<file path="src/rtl/game_flow_sm.sv">
// rtl/game_flow_sm.sv - game flow controller: attract/play/pause/game-over sequencing, scoring, HUD snapshot
module game_flow_sm #(
    parameter int lives_p        = 3,
    parameter int score_width_p  = 16,
    parameter int enemies_p      = 55,
    parameter int hit_ports_p    = 2,
    parameter int points_p       = 10,
    parameter int pause_frames_p = 120,
    parameter int max_wave_p     = 15,
    localparam int lives_w       = $clog2(lives_p + 1),
    localparam int wave_w        = $clog2(max_wave_p + 1),
    localparam int enemies_w     = $clog2(enemies_p + 1)
) (
    input  logic                     clk_i,
    input  logic                     reset_ni,
    input  logic                     frame_i,
    input  logic                     start_i,
    input  logic                     player_hit_i,
    input  logic [hit_ports_p-1:0]   enemy_hit_i,
    input  logic                     invaders_landed_i,
    output logic [2:0]               state_o,
    output logic                     play_en_o,
    output logic                     wave_reset_o,
    output logic [lives_w-1:0]       lives_o,
    output logic [score_width_p-1:0] score_o,
    output logic [score_width_p-1:0] high_score_o,
    output logic [wave_w-1:0]        wave_o,
    output logic [enemies_w-1:0]     enemies_left_o,
    output logic [score_width_p-1:0] hud_score_o,
    output logic [lives_w-1:0]       hud_lives_o,
    output logic [wave_w-1:0]        hud_wave_o,
    output logic                     valid_o,
    input  logic                     ready_i
);

    localparam int hit_cnt_w = $clog2(hit_ports_p + 1);
    localparam int pause_w   = $clog2(pause_frames_p + 1);
    localparam int sum_w     = score_width_p + 32;

    typedef enum logic [2:0] {
        ATTRACT    = 3'd0,
        PLAY       = 3'd1,
        DYING      = 3'd2,
        WAVE_CLEAR = 3'd3,
        GAME_OVER  = 3'd4
    } state_t;

    state_t                   state;
    logic                     start_q;
    logic                     start_edge;
    logic [pause_w-1:0]       pause_cnt;
    logic                     pause_done;
    logic [hit_cnt_w-1:0]     hit_cnt;
    logic [enemies_w-1:0]     kills;
    logic [sum_w-1:0]         score_sum;
    logic [score_width_p-1:0] score_nx;
    logic [lives_w-1:0]       lives_nx;
    logic [wave_w-1:0]        wave_nx;
    logic                     change;
    logic                     pending;

    assign state_o   = state;
    assign play_en_o = (state == PLAY);

    // Next values of the HUD-visible counters; shared by the FSM and the snapshot logic.
    always_comb begin
        start_edge = start_i & ~start_q;
        pause_done = (pause_cnt == pause_w'(pause_frames_p));
        hit_cnt    = '0;
        for (int i = 0; i < hit_ports_p; i++) begin
            hit_cnt = hit_cnt + hit_cnt_w'(enemy_hit_i[i]);
        end
        if (32'(hit_cnt) > 32'(enemies_left_o)) begin
            kills = enemies_left_o;
        end else begin
            kills = enemies_w'(hit_cnt);
        end
        score_sum = sum_w'(score_o) + sum_w'(kills) * sum_w'(points_p);
        score_nx  = score_o;
        lives_nx  = lives_o;
        wave_nx   = wave_o;
        case (state)
            ATTRACT: begin
                if (start_edge) begin
                    score_nx = '0;
                    lives_nx = lives_w'(lives_p);
                    wave_nx  = wave_w'(1);
                end
            end
            PLAY: begin
                if (score_sum > sum_w'({score_width_p{1'b1}})) begin
                    score_nx = {score_width_p{1'b1}};
                end else begin
                    score_nx = score_sum[score_width_p-1:0];
                end
                if (invaders_landed_i) begin
                    lives_nx = '0;
                end else if (player_hit_i && lives_o != '0) begin
                    lives_nx = lives_o - lives_w'(1);
                end
            end
            WAVE_CLEAR: begin
                if (pause_done && wave_o != wave_w'(max_wave_p)) begin
                    wave_nx = wave_o + wave_w'(1);
                end
            end
            default: ;
        endcase
        change = (score_nx != score_o) | (lives_nx != lives_o) | (wave_nx != wave_o);
    end

    always_ff @(posedge clk_i or negedge reset_ni) begin
        if (!reset_ni) begin
            state          <= ATTRACT;
            start_q        <= 1'b0;
            pause_cnt      <= '0;
            wave_reset_o   <= 1'b0;
            lives_o        <= '0;
            score_o        <= '0;
            high_score_o   <= '0;
            wave_o         <= '0;
            enemies_left_o <= '0;
        end else begin
            start_q      <= start_i;
            wave_reset_o <= 1'b0;
            score_o      <= score_nx;
            lives_o      <= lives_nx;
            wave_o       <= wave_nx;
            if (frame_i && !pause_done) begin
                pause_cnt <= pause_cnt + pause_w'(1);
            end
            case (state)
                ATTRACT: begin
                    if (start_edge) begin
                        state          <= PLAY;
                        enemies_left_o <= enemies_w'(enemies_p);
                        wave_reset_o   <= 1'b1;
                    end
                end
                PLAY: begin
                    enemies_left_o <= enemies_left_o - kills;
                    if (invaders_landed_i) begin
                        state        <= GAME_OVER;
                        pause_cnt    <= '0;
                        high_score_o <= (score_nx > high_score_o) ? score_nx : high_score_o;
                    end else if (player_hit_i) begin
                        state     <= DYING;
                        pause_cnt <= '0;
                    end else if (kills == enemies_left_o) begin
                        state     <= WAVE_CLEAR;
                        pause_cnt <= '0;
                    end
                end
                DYING: begin
                    if (pause_done) begin
                        if (lives_o == '0) begin
                            state        <= GAME_OVER;
                            pause_cnt    <= '0;
                            high_score_o <= (score_nx > high_score_o) ? score_nx : high_score_o;
                        end else begin
                            state <= PLAY;
                        end
                    end
                end
                WAVE_CLEAR: begin
                    if (pause_done) begin
                        state          <= PLAY;
                        enemies_left_o <= enemies_w'(enemies_p);
                        wave_reset_o   <= 1'b1;
                    end
                end
                GAME_OVER: begin
                    if (pause_done && start_edge) begin
                        state <= ATTRACT;
                    end
                end
                default: state <= ATTRACT;
            endcase
        end
    end

    // Snapshot stays frozen while offered; changes seen meanwhile coalesce into pending.
    always_ff @(posedge clk_i or negedge reset_ni) begin
        if (!reset_ni) begin
            valid_o     <= 1'b0;
            pending     <= 1'b0;
            hud_score_o <= '0;
            hud_lives_o <= '0;
            hud_wave_o  <= '0;
        end else if (valid_o) begin
            pending <= pending | change;
            if (ready_i) begin
                valid_o <= 1'b0;
            end
        end else if (pending || change) begin
            valid_o     <= 1'b1;
            pending     <= 1'b0;
            hud_score_o <= score_nx;
            hud_lives_o <= lives_nx;
            hud_wave_o  <= wave_nx;
        end
    end

endmodule

</file>
<file path="config.mk">
export PLATFORM = sky130hd
export DESIGN_NAME = game_flow_sm
export DESIGN_NICKNAME = d
export VERILOG_FILES = /design/src/rtl/game_flow_sm.sv
export SDC_FILE = /design/constraint.sdc
export NUM_CORES = 1
export LEC_CHECK = 0
export CORE_ASPECT_RATIO = 0.8
export CORE_MARGIN = 1.5
export CORE_UTILIZATION = 50
export DETAILED_ROUTE_END_ITERATION = 10
export PLACE_DENSITY = 0.79
export SLEW_MARGIN = 5
export SYNTH_ARGS = -nofsm -noshare
export SYNTH_HDL_FRONTEND = slang
export SYNTH_SLANG_ARGS = --single-unit
</file>
<file path="constraint.sdc">
create_clock -name clk_i -period 6.3 [get_ports clk_i]
set_input_delay 0.945 -clock clk_i [delete_from_list [all_inputs] [get_ports clk_i]]
set_output_delay 0.945 -clock clk_i [all_outputs]
set_load 0.01 [all_outputs]
</file>
# Word-level counts from Yosys, hierarchy flattened
# Index checks and enable logic that the tools add are counted.
# totals
reg_bits,80
in_bits,9
output_inout_bits,72
wordCells,106
# op_classes
n_addsub,6
mul,1
magnitude_cmp,3
eq_ne,17
mux,43
bitwise,6
reduce_logical,16
# ops
op,n
$mux 16,6
$pmux 16 s2,2
$mux 7,6
$mux 3,8
$mux 6,3
$pmux 6 s3,1
$add 16x10->17,1
$gt 17x16->1 const B,1
$gt 16x16->1,1
$ne 16x16->1,1
$pmux 3 s5,1
$pmux 7 s2,1
$ne 2x2->1 const B,6
$mul 6x3->9 const B,1
$mux 4,2
$pmux 4 s2,1
$add 7x1->7 const B,1
$eq 7x7->1 const B,1
$mux 1,7
$eq 3x2->1 const B,2
$eq 6x6->1,1
$gt 2x6->1,1
$mux 2,3
$reduce_bool 2->1,3
25 further kinds,31

# Logic depth before layout (Yosys ltp)
# depth
ltp_word,14
depth_mapped,35
depth_no_buf,34

# Worst setup path after synthesis
# OpenSTA, ideal clock, no wires.
# synth_path
kind,input port to flip-flop
startpoint,input port enemy_hit_i[0]
endpoint,register high_score_o[10]
setup_time_ns,0.125
arrival_time_ns,6.419
required_time_ns,6.175
path_slack_ns,-0.244
stages,27
n_path_buf,2
cell_sequence,ha_1 inv_1 ha_1 a21oi_1 nand2_1 a21o_1 ha_1 ha_1 ha_1 o21ai_0 o21bai_1 a2111oi_4 nor3_1 clkbuf_1 o21ai_0 nand2_1 ha_1 nor2b_1 o21a_1 o21a_1 o21ai_0 nand2b_1 a21oi_1 o311ai_0 a21oi_1 clkbuf_1 mux2_2
# synth_between
elab_chain_cells,13
word_cells_on_any_way,14
cone_classes,add/sub: 2; mul: 1; order compare: 3; mux: 8
# synth_rtl
element,line,text
start: declaration,19,"input logic [hit_ports_p-1:0] enemy_hit_i,"
$add 1x1->2 (*),71,hit_cnt = hit_cnt + hit_cnt_w'(enemy_hit_i[i]);
$gt 2x6->1,73,if (32'(hit_cnt) > 32'(enemies_left_o)) begin
$mux 6 (*),73,
$mul 6x3->9 (*),78,score_sum = sum_w'(score_o) + sum_w'(kills) * sum_w'(points_p);
$add 16x10->17 (*),78,
$gt 17x16->1,91,if (score_sum > sum_w'({score_width_p{1'b1}})) begin
$mux 16 (*),91,
$pmux 16 s2 (*),82,case (state)
net score_nx[1],56,logic [score_width_p-1:0] score_nx;
$gt 16x16->1 (*),"145, 159",
$mux 16 (*),"145, 159",
$mux 16,156,if (lives_o == '0) begin
$mux 16,155,if (pause_done) begin
$pmux 16 s2 (*),132,case (state)
end signal: assignment,145,high_score_o <= (score_nx > high_score_o) ? score_nx : high_score_o;
end signal: assignment,159,high_score_o <= (score_nx > high_score_o) ? score_nx : high_score_o;
end: declaration,26,"output logic [score_width_p-1:0] high_score_o,"
# Mark *: on every way through the listed nets, which the timed path passes. The rest lies on a longest branch. The select of a mux whose other input is x is not followed.
# A chain may end at the register's enable or synchronous reset.

# Worst setup path in the final report
# Ends and elaborated chain as after synthesis.

==> impl_metrics.json <==
{
  "status": "finished clean",
  "dr.pass1.iters": 5,
  "dp_slack_ns": -0.4544,
  "cts_tree": "built",
  "synthCells": 512,
  "grt-ovfl-total": 0,
  "track_usage_pct": 26.09,
  "antenna_left": 0,
  "num_vias": 4513,
  "clock_latency_ns": 0.33,
  "die_x_um": 116.3,
  "worstSetupStartpointType": "primary input",
  "cp_slowest_stage_delay_ns": 0.45,
  "ctsRootBufferMaster": "clkbuf_16",
  "total_power_w": 0.003299,
  "clock-sinks": 80,
  "drt-initial-drc-count": 436,
  "antenna_cells": 0,
  "die_h_um": 93.62,
  "power_density_nw_per_um2": 482.5,
  "cts.path.max_buffers": 2,
  "grt_pass1_vias": 4419,
  "final_util_pct": 69.69,
  "yosysWarnings": 0,
  "synthFlopType": "dfrtp_1",
  "drc": 0,
  "grt_max_degree": 81,
  "slowest_stage": "o41ai_4",
  "hpwl_mm": 10.01,
  "grt_pass1_wl_mm": 22.20,
  "leakage_nw": 3.083,
  "globalplace.congestion": 0.9086,
  "ys_seq_area_share_pct": 39.01,
  "fp-row-count": 32,
  "crit_required_ns": 6.51,
  "path_clk_slew_ns": 0.06,
  "start_util_pct": 52.32,
  "async_flop_share_pct": 100.0,
  "cap_viol_max_count": 0,
  "ys_seq_elements": 80,
  "crit_arrival_ns": 6.28,
  "ir_worst_vdd_mv": 0.2907,
  "core_area_sq_um": 9809,
  "via_per_inst": 5.756,
  "max_slew_margin_pct": 33.43,
  "port_buffers": 80,
  "endpoint_kind": "register",
  "met3_length_um": 883,
  "max_freq_ghz": 0.1645,
  "ys_types": 65,
  "synthXorXnorAreaFrac_pct": 3.072,
  "critPathKind": "primary input to register",
  "wl_per_cell_um": 17.84,
  "m1WireLength_mm": 6.426,
  "setup_slack_ns": 0.2210,
  "drive_above_1_share_pct": 20.99,
  "cts_hold_buf": 0,
  "setup_tns_ns": 0,
  "period_needed_ns": 6.079,
  "skew_ns": 0.007122,
  "syn_avg_cell_area_sq_um": 10.02,
  "yosys.area_share.simple_pct": 13.97,
  "antenna_found_initial": 0,
  "wl_met2_mm": 6.498,
  "tightest_slew_ns": 0.9986,
  "io_pins": 81,
  "hold_path.class": "register to register",
  "dr.max_layer_used": "met4",
  "hold_violations": 0,
  "synthTopCellsByArea": "dfrtp_1 (39%), ha_1 (10%), mux2_4 (5.9%)",
  "yosysTopAreaCell": "dfrtp_1",
  "setup_viol": 0,
  "area_delta_synth_final_pct": 33.20,
  "synth_edf_count": 0,
  "synthesis.area_sq_um": 5132,
  "synth.most_common_cell": "dfrtp_1",
  "maxSlewViolCount": 0,
  "fin_crit_sh_pct": 96.49,
  "synth_mux_area_share_pct": 10.41,
  "dieArea_sq_um": 10890,
  "fin_nets": 699,
  "cts_inserted_buffers": 9,
  "synth_fa_ha_area_share_pct": 11.65,
  "ys_top_cells_by_count": "dfrtp_1 (80), ha_1 (43), inv_1 (42)",
  "synth_top_family_by_area": "compound AO/OA/AOI/OAI gates",
  "wl_mm": 13.99,
  "cp_max_fo": 8,
  "htreeDepth": 3,
  "synth_top_cell_area_share_pct": 39.01,
  "synth_compound_area_share_pct": 17.28
}
## worst paths after layout
kind	startpoint	to	slack (ns)	depth (start not counted)
setup / recovery	enemy_hit_i[0]	high_score_o[10]	0.22	29
hold / removal	hud_score_o[8]	hud_score_o[8]	0.51	1
setup reg to reg	enemies_left_o[1]	high_score_o[10]	0.94	26
hold reg to reg	hud_score_o[8]	hud_score_o[8]	0.51	1
max in group asynchronous	reset_ni	high_score_o[9]	4.87	1
min in group asynchronous	reset_ni	hud_wave_o[1]	0.78	1
## critical path: cells and delay by family
kind | cells | cell delay, ns
AO/OA/AOI/OAI | 10 | 1.95
multiplexers | 1 | 0.36
AND/OR/NAND/NOR | 7 | 0.78
buffers and inverters | 5 | 0.80
adder cells (fa/ha/maj) | 6 | 1.44
## power by group
part | internal, W | switching (W)
registers | 0.000659 | 0.000176
logic | 0.000984 | 0.00100
clock network | 0.000266 | 0.000209
## layer usage
metal	vias up	GRT usage, %
met2	192	41.27
met3	25	5.509
met1	2199	37.51
met5	-	0
li1	2097	-
met4	0	4.268
## kinds of logic (layout without fill, tap and decap cells)
group	count (synthesis)	after routing
simple gates	142	142
compound gates	128	128
flops	80	80
buf+inv	56	184
fa+ha+maj	46	46
mux	41	41
xor+xnor	18	18
other cells	1	9
## layout by cell type (no fill, tap or decap), drive strengths merged, types with 4 or more instances in the layout
master and count:
dfrtp 80, a21o 10, buf 47, nand2b 4, o21a 8, clkbuf 9, nand4 9, a31o 4
nor2b 7, o21ai 31, nor3 8, nor2 39, xnor2 12, ha 43, inv 43, conb 9
a211oi 8, a2111oi 5, xor2 6, clkdlybuf4s50 79, nand2 41, a21oi 28, nand3 7, mux2 39
nor4b 4, nor3b 4, and2 5, nor4 5
## flip-flops by register name (all words and copies together) (netlist names)
register,cells
hud_lives_o,2
wave_o,4
state_o,3
wave_reset_o,1
pause_cnt,7
lives_o,2
high_score_o,16
score_o,16
valid_o,1
hud_wave_o,4
pending,1
hud_score_o,16
start_q,1
enemies_left_o,6
## repair_timing
action / CTS / global route
gates resized for setup: 3 / 28
pin swaps: 0 / 11
cloned: 0 / 0
setup endpoints to repair: 16 / 16
hold endpoints to repair: 0 / 0
buffers inserted: 0 / 3
## stage by stage
step	instances	hold slack [ns]	instance area, sq um
floorplan	520	0.5102	5176
global placement	766	0.4939	6406
detailed placement	766	0.4955	6406
CTS	781	0.5147	6685
global route	784	0.5293	6837
finish	784	0.5096	6837
## final cells by class
cell class	instances	area [sq um]
Inverter	43	161.4
Fill cell	745	2973
Clock inverter	6	45.04
Multi-Input combinational cell	384	3069
Clock buffer	9	225.2
Timing Repair Buffer	126	1164
Tap cell	136	170.2
Sequential cell	80	2002
Power figures use the tool's default switching activity.
